File: src/rtl/ascon_pack.sv
// Shared types and constants for the ASCON encryption control FSM.
package ascon_pack;

  localparam int unsigned ROUND_W     = 4;
  localparam int unsigned BLK_W       = 4;
  localparam int unsigned NB_ROUNDS_A = 12;
  localparam int unsigned NB_ROUNDS_B = 6;

  // Round-constant indices: p^a runs 0..11, p^b runs the last six (6..11)
  localparam logic [ROUND_W-1:0] ROUND_FIRST_B = ROUND_W'(NB_ROUNDS_A - NB_ROUNDS_B);
  localparam logic [ROUND_W-1:0] ROUND_LAST    = ROUND_W'(NB_ROUNDS_A - 1);
  localparam logic [ROUND_W-1:0] ROUND_ZERO    = '0;

  typedef enum logic [2:0] {
    IDLE,
    INIT,
    WAIT_AD,
    AD,
    WAIT_PT,
    PT,
    FINAL,
    DONE
  } state_t;

  typedef struct packed {
    logic init_state;
    logic en_reg_state;
    logic en_xor_data_begin;
    logic en_xor_key_begin;
    logic en_xor_key_end;
    logic en_xor_lsb_end;
    logic en_cipher;
    logic en_tag;
    logic end_flag;
  } ctrl_t;

  // Moore decode of the datapath controls for a given state and round index
  function automatic ctrl_t decode_ctrl(input state_t st, input logic [ROUND_W-1:0] rnd);
    ctrl_t c;
    c = '0;
    unique case (st)
      INIT: begin
        c.en_reg_state   = 1'b1;
        c.init_state     = (rnd == ROUND_ZERO);
        c.en_xor_key_end = (rnd == ROUND_LAST);
      end
      AD: begin
        c.en_reg_state      = 1'b1;
        c.en_xor_data_begin = (rnd == ROUND_FIRST_B);
        c.en_xor_lsb_end    = (rnd == ROUND_LAST);
      end
      PT: begin
        c.en_reg_state      = 1'b1;
        c.en_xor_data_begin = (rnd == ROUND_FIRST_B);
        c.en_cipher         = (rnd == ROUND_FIRST_B);
      end
      FINAL: begin
        c.en_reg_state      = 1'b1;
        c.en_xor_data_begin = (rnd == ROUND_ZERO);
        c.en_cipher         = (rnd == ROUND_ZERO);
        c.en_xor_key_begin  = (rnd == ROUND_ZERO);
        c.en_xor_key_end    = (rnd == ROUND_LAST);
        c.en_tag            = (rnd == ROUND_LAST);
      end
      DONE:    c.end_flag = 1'b1;
      default: c = '0;
    endcase
    return c;
  endfunction

endpackage

File: src/rtl/ascon_fsm_if.sv
// Handshake and datapath-control bundle between the ASCON FSM and its user.
interface ascon_fsm_if;
  import ascon_pack::*;

  logic               start_s;
  logic               data_valid_s;
  logic               init_state_s;
  logic               en_reg_state_s;
  logic               en_xor_data_begin_s;
  logic               en_xor_key_begin_s;
  logic               en_xor_key_end_s;
  logic               en_xor_lsb_end_s;
  logic               en_cipher_s;
  logic               en_tag_s;
  logic [ROUND_W-1:0] round_s;
  logic [BLK_W-1:0]   block_cnt_s;
  logic               cipher_valid_s;
  logic               end_s;

  modport master (
    output start_s, data_valid_s,
    input  init_state_s, en_reg_state_s, en_xor_data_begin_s, en_xor_key_begin_s,
    input  en_xor_key_end_s, en_xor_lsb_end_s, en_cipher_s, en_tag_s,
    input  round_s, block_cnt_s, cipher_valid_s, end_s
  );

  modport slave (
    input  start_s, data_valid_s,
    output init_state_s, en_reg_state_s, en_xor_data_begin_s, en_xor_key_begin_s,
    output en_xor_key_end_s, en_xor_lsb_end_s, en_cipher_s, en_tag_s,
    output round_s, block_cnt_s, cipher_valid_s, end_s
  );

endinterface

File: src/rtl/ascon_fsm_round_counter.sv
// Permutation round counter: loads 0 (p^a) or 6 (p^b), counts up, flags round 11.
module round_counter
  import ascon_pack::*;
(
  input  logic               clk,
  input  logic               rst_n,
  input  logic               load,
  input  logic               load_mid,
  input  logic               en,
  output logic [ROUND_W-1:0] count,
  output logic [ROUND_W-1:0] count_next_c,
  output logic               terminal_c
);

  always_comb begin
    count_next_c = count;
    if (load)
      count_next_c = load_mid ? ROUND_FIRST_B : ROUND_ZERO;
    else if (en)
      count_next_c = count + ROUND_W'(1);
  end

  assign terminal_c = (count == ROUND_LAST);

  always_ff @(posedge clk or negedge rst_n) begin
    if (!rst_n)
      count <= '0;
    else
      count <= count_next_c;
  end

endmodule

File: src/rtl/ascon_fsm.sv
// ASCON-128 encryption sequencer: init, one AD block, NB_PT_BLOCKS plaintext blocks, finalisation.
module ascon_fsm
  import ascon_pack::*;
#(
  parameter int unsigned NB_PT_BLOCKS = 4
) (
  input logic        clock_s,
  input logic        resetb_s,
  ascon_fsm_if.slave bus
);

  localparam logic [BLK_W-1:0] LAST_BLK = BLK_W'(NB_PT_BLOCKS - 1);

  state_t             state;
  state_t             state_next;
  ctrl_t              ctrl_q;
  logic               cipher_valid;
  logic [BLK_W-1:0]   block_cnt;
  logic [ROUND_W-1:0] round;
  logic [ROUND_W-1:0] round_next;
  logic               round_last;
  logic               rc_load;
  logic               rc_load_mid;
  logic               rc_en;
  logic               blk_clr;
  logic               blk_inc;

  round_counter u_round_counter (
    .clk          (clock_s),
    .rst_n        (resetb_s),
    .load         (rc_load),
    .load_mid     (rc_load_mid),
    .en           (rc_en),
    .count        (round),
    .count_next_c (round_next),
    .terminal_c   (round_last)
  );

  // Next state and round-counter steering; WAIT states freeze the counter
  always_comb begin
    state_next  = state;
    rc_load     = 1'b0;
    rc_load_mid = 1'b0;
    rc_en       = 1'b0;
    blk_clr     = 1'b0;
    blk_inc     = 1'b0;
    unique case (state)
      IDLE: begin
        rc_load = 1'b1;
        if (bus.start_s) state_next = INIT;
      end
      INIT: begin
        if (round_last) state_next = WAIT_AD;
        else            rc_en = 1'b1;
      end
      WAIT_AD: begin
        if (bus.data_valid_s) begin
          state_next  = AD;
          rc_load     = 1'b1;
          rc_load_mid = 1'b1;
        end
      end
      AD: begin
        if (round_last) begin
          state_next = WAIT_PT;
          blk_clr    = 1'b1;
        end else begin
          rc_en = 1'b1;
        end
      end
      WAIT_PT: begin
        if (bus.data_valid_s) begin
          rc_load = 1'b1;
          if (block_cnt == LAST_BLK) begin
            state_next = FINAL;
          end else begin
            state_next  = PT;
            rc_load_mid = 1'b1;
          end
        end
      end
      PT: begin
        if (round_last) begin
          state_next = WAIT_PT;
          blk_inc    = 1'b1;
        end else begin
          rc_en = 1'b1;
        end
      end
      FINAL: begin
        if (round_last) begin
          state_next = DONE;
          rc_load    = 1'b1;
        end else begin
          rc_en = 1'b1;
        end
      end
      DONE: begin
        rc_load = 1'b1;
        if (!bus.start_s) state_next = IDLE;
      end
      default: state_next = IDLE;
    endcase
  end

  // Controls are decoded from the upcoming state/round so they align with it
  always_ff @(posedge clock_s or negedge resetb_s) begin
    if (!resetb_s) begin
      state        <= IDLE;
      ctrl_q       <= '0;
      cipher_valid <= 1'b0;
      block_cnt    <= '0;
    end else begin
      state        <= state_next;
      ctrl_q       <= decode_ctrl(state_next, round_next);
      cipher_valid <= ctrl_q.en_cipher;
      if (blk_clr)
        block_cnt <= '0;
      else if (blk_inc)
        block_cnt <= block_cnt + BLK_W'(1);
    end
  end

  assign bus.init_state_s        = ctrl_q.init_state;
  assign bus.en_reg_state_s      = ctrl_q.en_reg_state;
  assign bus.en_xor_data_begin_s = ctrl_q.en_xor_data_begin;
  assign bus.en_xor_key_begin_s  = ctrl_q.en_xor_key_begin;
  assign bus.en_xor_key_end_s    = ctrl_q.en_xor_key_end;
  assign bus.en_xor_lsb_end_s    = ctrl_q.en_xor_lsb_end;
  assign bus.en_cipher_s         = ctrl_q.en_cipher;
  assign bus.en_tag_s            = ctrl_q.en_tag;
  assign bus.end_s               = ctrl_q.end_flag;
  assign bus.cipher_valid_s      = cipher_valid;
  assign bus.round_s             = round;
  assign bus.block_cnt_s         = block_cnt;

endmodule

File: src/flat_wrapper.sv
// flat-port wrapper written by rule: the top's interface ports become plain ports
module ascon_fsm_flat import ascon_pack::*;
#(
  parameter int unsigned NB_PT_BLOCKS = 4
)
  (clock_s, resetb_s, bus_start_s, bus_data_valid_s, bus_init_state_s, bus_en_reg_state_s, bus_en_xor_data_begin_s, bus_en_xor_key_begin_s, bus_en_xor_key_end_s, bus_en_xor_lsb_end_s, bus_en_cipher_s, bus_en_tag_s, bus_round_s, bus_block_cnt_s, bus_cipher_valid_s, bus_end_s);
  ascon_fsm_if bus_i ();
  input logic clock_s;
  input logic resetb_s;
  input wire logic [$bits(bus_i.start_s)-1:0] bus_start_s;
  input wire logic [$bits(bus_i.data_valid_s)-1:0] bus_data_valid_s;
  output wire logic [$bits(bus_i.init_state_s)-1:0] bus_init_state_s;
  output wire logic [$bits(bus_i.en_reg_state_s)-1:0] bus_en_reg_state_s;
  output wire logic [$bits(bus_i.en_xor_data_begin_s)-1:0] bus_en_xor_data_begin_s;
  output wire logic [$bits(bus_i.en_xor_key_begin_s)-1:0] bus_en_xor_key_begin_s;
  output wire logic [$bits(bus_i.en_xor_key_end_s)-1:0] bus_en_xor_key_end_s;
  output wire logic [$bits(bus_i.en_xor_lsb_end_s)-1:0] bus_en_xor_lsb_end_s;
  output wire logic [$bits(bus_i.en_cipher_s)-1:0] bus_en_cipher_s;
  output wire logic [$bits(bus_i.en_tag_s)-1:0] bus_en_tag_s;
  output wire logic [$bits(bus_i.round_s)-1:0] bus_round_s;
  output wire logic [$bits(bus_i.block_cnt_s)-1:0] bus_block_cnt_s;
  output wire logic [$bits(bus_i.cipher_valid_s)-1:0] bus_cipher_valid_s;
  output wire logic [$bits(bus_i.end_s)-1:0] bus_end_s;
  assign bus_i.start_s = bus_start_s;
  assign bus_i.data_valid_s = bus_data_valid_s;
  assign bus_init_state_s = bus_i.init_state_s;
  assign bus_en_reg_state_s = bus_i.en_reg_state_s;
  assign bus_en_xor_data_begin_s = bus_i.en_xor_data_begin_s;
  assign bus_en_xor_key_begin_s = bus_i.en_xor_key_begin_s;
  assign bus_en_xor_key_end_s = bus_i.en_xor_key_end_s;
  assign bus_en_xor_lsb_end_s = bus_i.en_xor_lsb_end_s;
  assign bus_en_cipher_s = bus_i.en_cipher_s;
  assign bus_en_tag_s = bus_i.en_tag_s;
  assign bus_round_s = bus_i.round_s;
  assign bus_block_cnt_s = bus_i.block_cnt_s;
  assign bus_cipher_valid_s = bus_i.cipher_valid_s;
  assign bus_end_s = bus_i.end_s;
  ascon_fsm #(.NB_PT_BLOCKS(NB_PT_BLOCKS)) u_core (.clock_s(clock_s), .resetb_s(resetb_s), .bus(bus_i));
endmodule
File: config.mk
export PLATFORM = sky130hd
export DESIGN_NAME = ascon_fsm_flat
export DESIGN_NICKNAME = d
export VERILOG_FILES = /design/src/rtl/ascon_pack.sv /design/src/rtl/ascon_fsm_if.sv /design/src/rtl/ascon_fsm_round_counter.sv /design/src/rtl/ascon_fsm.sv /design/src/flat_wrapper.sv
export SDC_FILE = /design/constraint.sdc
export NUM_CORES = 1
export LEC_CHECK = 0
export CAP_MARGIN = 20
export CORE_ASPECT_RATIO = 1.75
export CORE_MARGIN = 1
export CORE_UTILIZATION = 50
export CTS_BUF_LIST = sky130_fd_sc_hd__clkbuf_8
export DETAILED_ROUTE_END_ITERATION = 10
export GPL_TIMING_DRIVEN = 0
export PLACE_DENSITY = 0.82
export SLEW_MARGIN = 15
export SYNTH_ARGS = -nofsm -noshare
export SYNTH_HDL_FRONTEND = slang
export SYNTH_SLANG_ARGS = --single-unit
export TNS_END_PERCENT = 5
File: constraint.sdc
create_clock -name clock_s -period 4.5 [get_ports clock_s]
set_clock_uncertainty 0.2 [all_clocks]
set_input_delay 0.9 -clock clock_s [delete_from_list [all_inputs] [get_ports clock_s]]
set_output_delay 0.9 -clock clock_s [all_outputs]
set_load 0.03 [all_outputs]
==> flow_summary.toml, run 1 <==
[finish]
drive_above_1_share_pct = 15.5
mostFrequentLayoutCells = "clkdlybuf4s50_1, dfrtp_1, nand2_1"
final_cells = 194
layout.nets = 175
antenna_cells = 0
final_util_pct = 64.8
num-fill-cells = 213
area_growth_syn_to_layout_pct = 21.5

[yosys]
synthMuxAreaShare_pct = 1.86
synth_seq_area_share_pct = 39.0
syn_nets = 149
yosysTopAreaCellShare_pct = 39.0
synth_largest_area_cell = "dfrtp_1"
synthTopCellsByArea = "dfrtp_1, nand2_1, o21ai_0, o211ai_1, a21oi_1"
synth_fa_ha_area_share_pct = 2.60
synthSimpleGateAreaFrac_pct = 20.2
synthXorXnorAreaFrac_pct = 1.30
avgSynthCellArea_um2 = 9.41
synth_seq_cells = 21
synth-compound-area-share_pct = 29.0
yosysWarnings = 0
synthCells = 143
syn_area_mm2 = 0.00135
synthDistinctLibCells = 53
synth_top_family_by_area = "compound AO/OA/AOI/OAI gates"

[die]
rows = 24
start_util_pct = 53.4
fp.dieArea_mm2 = 0.00291
ioPinCount = 22
die_y_um = 70.6
coreArea_mm2 = 0.00252
die_x_um = 41.2

[timing]
rsz0062_at_grt = "no"
fin_setup_tns_ns = 0
worst_pin_slew_ns = 0.945
max_slew_margin_pct = 36.8
maxSlewViolCount = 0
fin_crit_sh_pct = 62.5
period_minus_slack_ns = 2.81
fmax_ghz = 0.356
hold_violations = 0
finalSetupViolations = 0

[place]
dp_hpwl_um = 2470
place_congestion = 0.989
io_buffers = 21
placed_cells = 190

[routing]
viasPerCell = 6.31
routedWlPerCell_um = 17.0
first_pass_iters = 4
drt_iter0_drc = 35
ant_nets = 0
wirelength_um = 3290
vias = 1225
drc = 0

[pwr]
power_w = 0.00110
powerDensity_mw_per_mm2 = 673
vdd_drop_max_mv = 0.432
seq_power_share_pct = 25.7
swShare_pct = 48.0
p_sw_w = 0.000528
p_comb_share_pct = 62.9
p_leak_nw = 0.715
pwr-share-clk_pct = 11.4
intPower_w = 0.000571

[grt]
grt_pass1_vias = 1135
grt_usage_pct = 25.2
antenna_found_initial = 0
grt_pass1_wl_um = 5150
overflow = 0
grt_max_degree = 22

[cts]
clock_path_buffers = 2
cts_max_level = 1
cts_setup_buffers = 0
root_buffer = "clkbuf_8"
clock_latency_ns = 0.26
numCtsBuffers = 3
ctsHoldBuffers = 0
cts_sinks = 21
cts_resized = 0
cts_tree = "done"
clkTransAtPathRegs_ns = 0.07

[worst_setup_path]
arrival_ns = 2.75
critical_path.top_delay_family = "compound AO/OA/AOI/OAI gates"
crit_type = "input port to flop"
cp_cell_sequence = "clkdlybuf4s50_1 > inv_1 > maj3_1 > o22ai_1 > o31ai_1 > o21ai_0 > o21bai_1"
cp_num_buf_inv = 2
cp_max_fo = 6
max_stage_delay_ns = 0.59
worst_setup_path_start_kind = "input port"
cp_slowest_cell = "clkdlybuf4s50_1"
crit_required_ns = 4.44
cp-end-kind = "flop"

[flow_run]
maxCapViolations = 0

[worst_hold_path]
hp-class = "flop to flop"

[outcome]
status = "finished, final reports clean"
[metal layers]
metal  part of all wire (%)  up-vias  GRT usage [%]
met5                      0        -              0
met4                    3.2        0           10.4
met3                    3.4       10           1.88
met2                     57       45           45.8
met1                     37      589           27.0
li1                       -      581              -
[flip-flops by register name, indices dropped and copies added, names as in the netlist]
signal                          cells
u_core.state                        3
u_core.bus.en_cipher_s              1
u_core.bus.en_tag_s                 1
u_core.bus.en_xor_lsb_end_s         1
u_core.bus.en_xor_key_end_s         1
u_core.bus.en_reg_state_s           1
u_core.bus.en_xor_data_begin_s      1
u_core.bus.init_state_s             1
u_core.bus.block_cnt_s              4
u_core.bus.en_xor_key_begin_s       1
u_core.bus.end_s                    1
u_core.u_round_counter.count        4
u_core.bus.cipher_valid_s           1
[power by group through the flow]
stage | clock network [W] | registers [W] | logic, W
after global placement | 0 | 0.000282 | 0.000658
after detailed placement | 0 | 0.000286 | 0.000681
after CTS | 0.000125 | 0.000283 | 0.000686
final | 0.000125 | 0.000283 | 0.000692
after global routing | 0.000132 | 0.000291 | 0.000743
after floorplan | 0 | 0.000346 | 0.000441
[path summary, 6_finish.rpt]
check	start	end	slack (ns)	depth (start not counted)
max	bus_data_valid_s	u_core.bus.en_xor_data_begin_s$_DFF_PN0_	1.69	7
max in group asynchronous	resetb_s	u_core.bus.block_cnt_s[0]$_DFFE_PN0P_	2.56	1
max reg2reg	u_core.u_round_counter.count[0]$_DFF_PN0_	u_core.bus.en_xor_key_end_s$_DFF_PN0_	2.08	7
min reg2reg	u_core.bus.en_cipher_s$_DFF_PN0_	u_core.bus.cipher_valid_s$_DFF_PN0_	0.18	0
min in group asynchronous	resetb_s	u_core.bus.block_cnt_s[1]$_DFFE_PN0P_	0.96	1
min	u_core.bus.en_cipher_s$_DFF_PN0_	u_core.bus.cipher_valid_s$_DFF_PN0_	0.18	0
[stage by stage]
stage          hold WS, ns  instance area (um2)  worst slack, ns
2_1_floorplan        0.366                 1350             2.23
3_3_place_gp         0.157                 1590             1.48
3_5_place_dp         0.170                 1590             1.44
4_1_cts              0.186                 1640             1.70
5_1_grt              0.209                 1640             1.62
6_report             0.182                 1640             1.69
[Yosys cell counts, drive strengths merged]
cell type and number:
nor2 10, nand3 5, maj3 1, o311ai 1, mux2 1, nor3b 2, o211a 2, dfrtp 21
inv 7, and3b 2, ha 2, o31ai 2, a22o 4, a2bb2oi 1, and4b 1, a21boi 2
nor4b 1, xnor2 2, mux2i 1, nand2 15, o22ai 2, o211ai 6, or3b 1, or2 1
nor3 2, nand3b 2, o21a 2, o21bai 3, and3 2, a211oi 2, nand4 2, buf 8
a41oi 1, o21ai 9, clkbuf 1, a21o 1, a31oi 1, a311oi 1, o2111ai 1, a2111oi 1
nor4 1, a221oi 1, a21oi 9
[layout make-up]
type | count | area, um2 | share of cell area (%)
Timing Repair Buffer | 21 | 210 | 12.9
Clock buffer | 3 | 41.3 | 2.52
Tap cell | 26 | 32.5 | 1.99
Inverter | 7 | 26.3 | 1.61
Multi-Input combinational cell | 106 | 739 | 45.2
Sequential cell | 21 | 526 | 32.1
Buffer | 9 | 55.1 | 3.37
Clock inverter | 1 | 5.00 | 0.306
[cells by family (layout without fill, tap and decap cells)]
group,after synthesis,in the layout
XOR/XNOR,2,2
AO/OA/AOI/OAI,52,52
buffers and inverters,16,41
AND/OR/NAND/NOR,47,47
multiplexers,2,2
flip-flops,21,21
adder cells (fa/ha/maj),3,3
Note: power is estimated with default switching activity, not from simulation.
==> run 2: changes to the inputs <==
- clock period: 4.5 -> 2.8 ns (I/O delays scaled with it)
==> results of run 2 <==
Same layout as run 1 (identical final DEF). Status: finished, final reports clean.
Main changes from that run: setup slack after placement 1.44 ns -> 0.0753 ns; setup slack after layout 1.69 ns -> 0.329 ns; register-to-register setup slack 2.08 ns -> 0.38 ns; total power 0.00110 W -> 0.00177 W; worst IR drop on VDD 0.432 mV -> 0.694 mV
==> run 3: changes to the inputs <==
==> constraint.sdc (replaced) <==
create_clock -name clock_s -period 3.2 [get_ports clock_s]
set_clock_uncertainty 0.2 [all_clocks]
set_input_delay 0.64 -clock clock_s [delete_from_list [all_inputs] [get_ports clock_s]]
set_output_delay 0.64 -clock clock_s [all_outputs]
set_load 0.005 [all_outputs]
==> results of run 3 <==
Same layout as run 1 (identical final DEF). Status: finished, final reports clean.
Main changes from that run: setup slack after placement 1.44 ns -> 0.395 ns; setup slack after layout 1.69 ns -> 0.649 ns; register-to-register setup slack 2.08 ns -> 0.78 ns; total power 0.00110 W -> 0.00145 W; worst IR drop on VDD 0.432 mV -> 0.550 mV
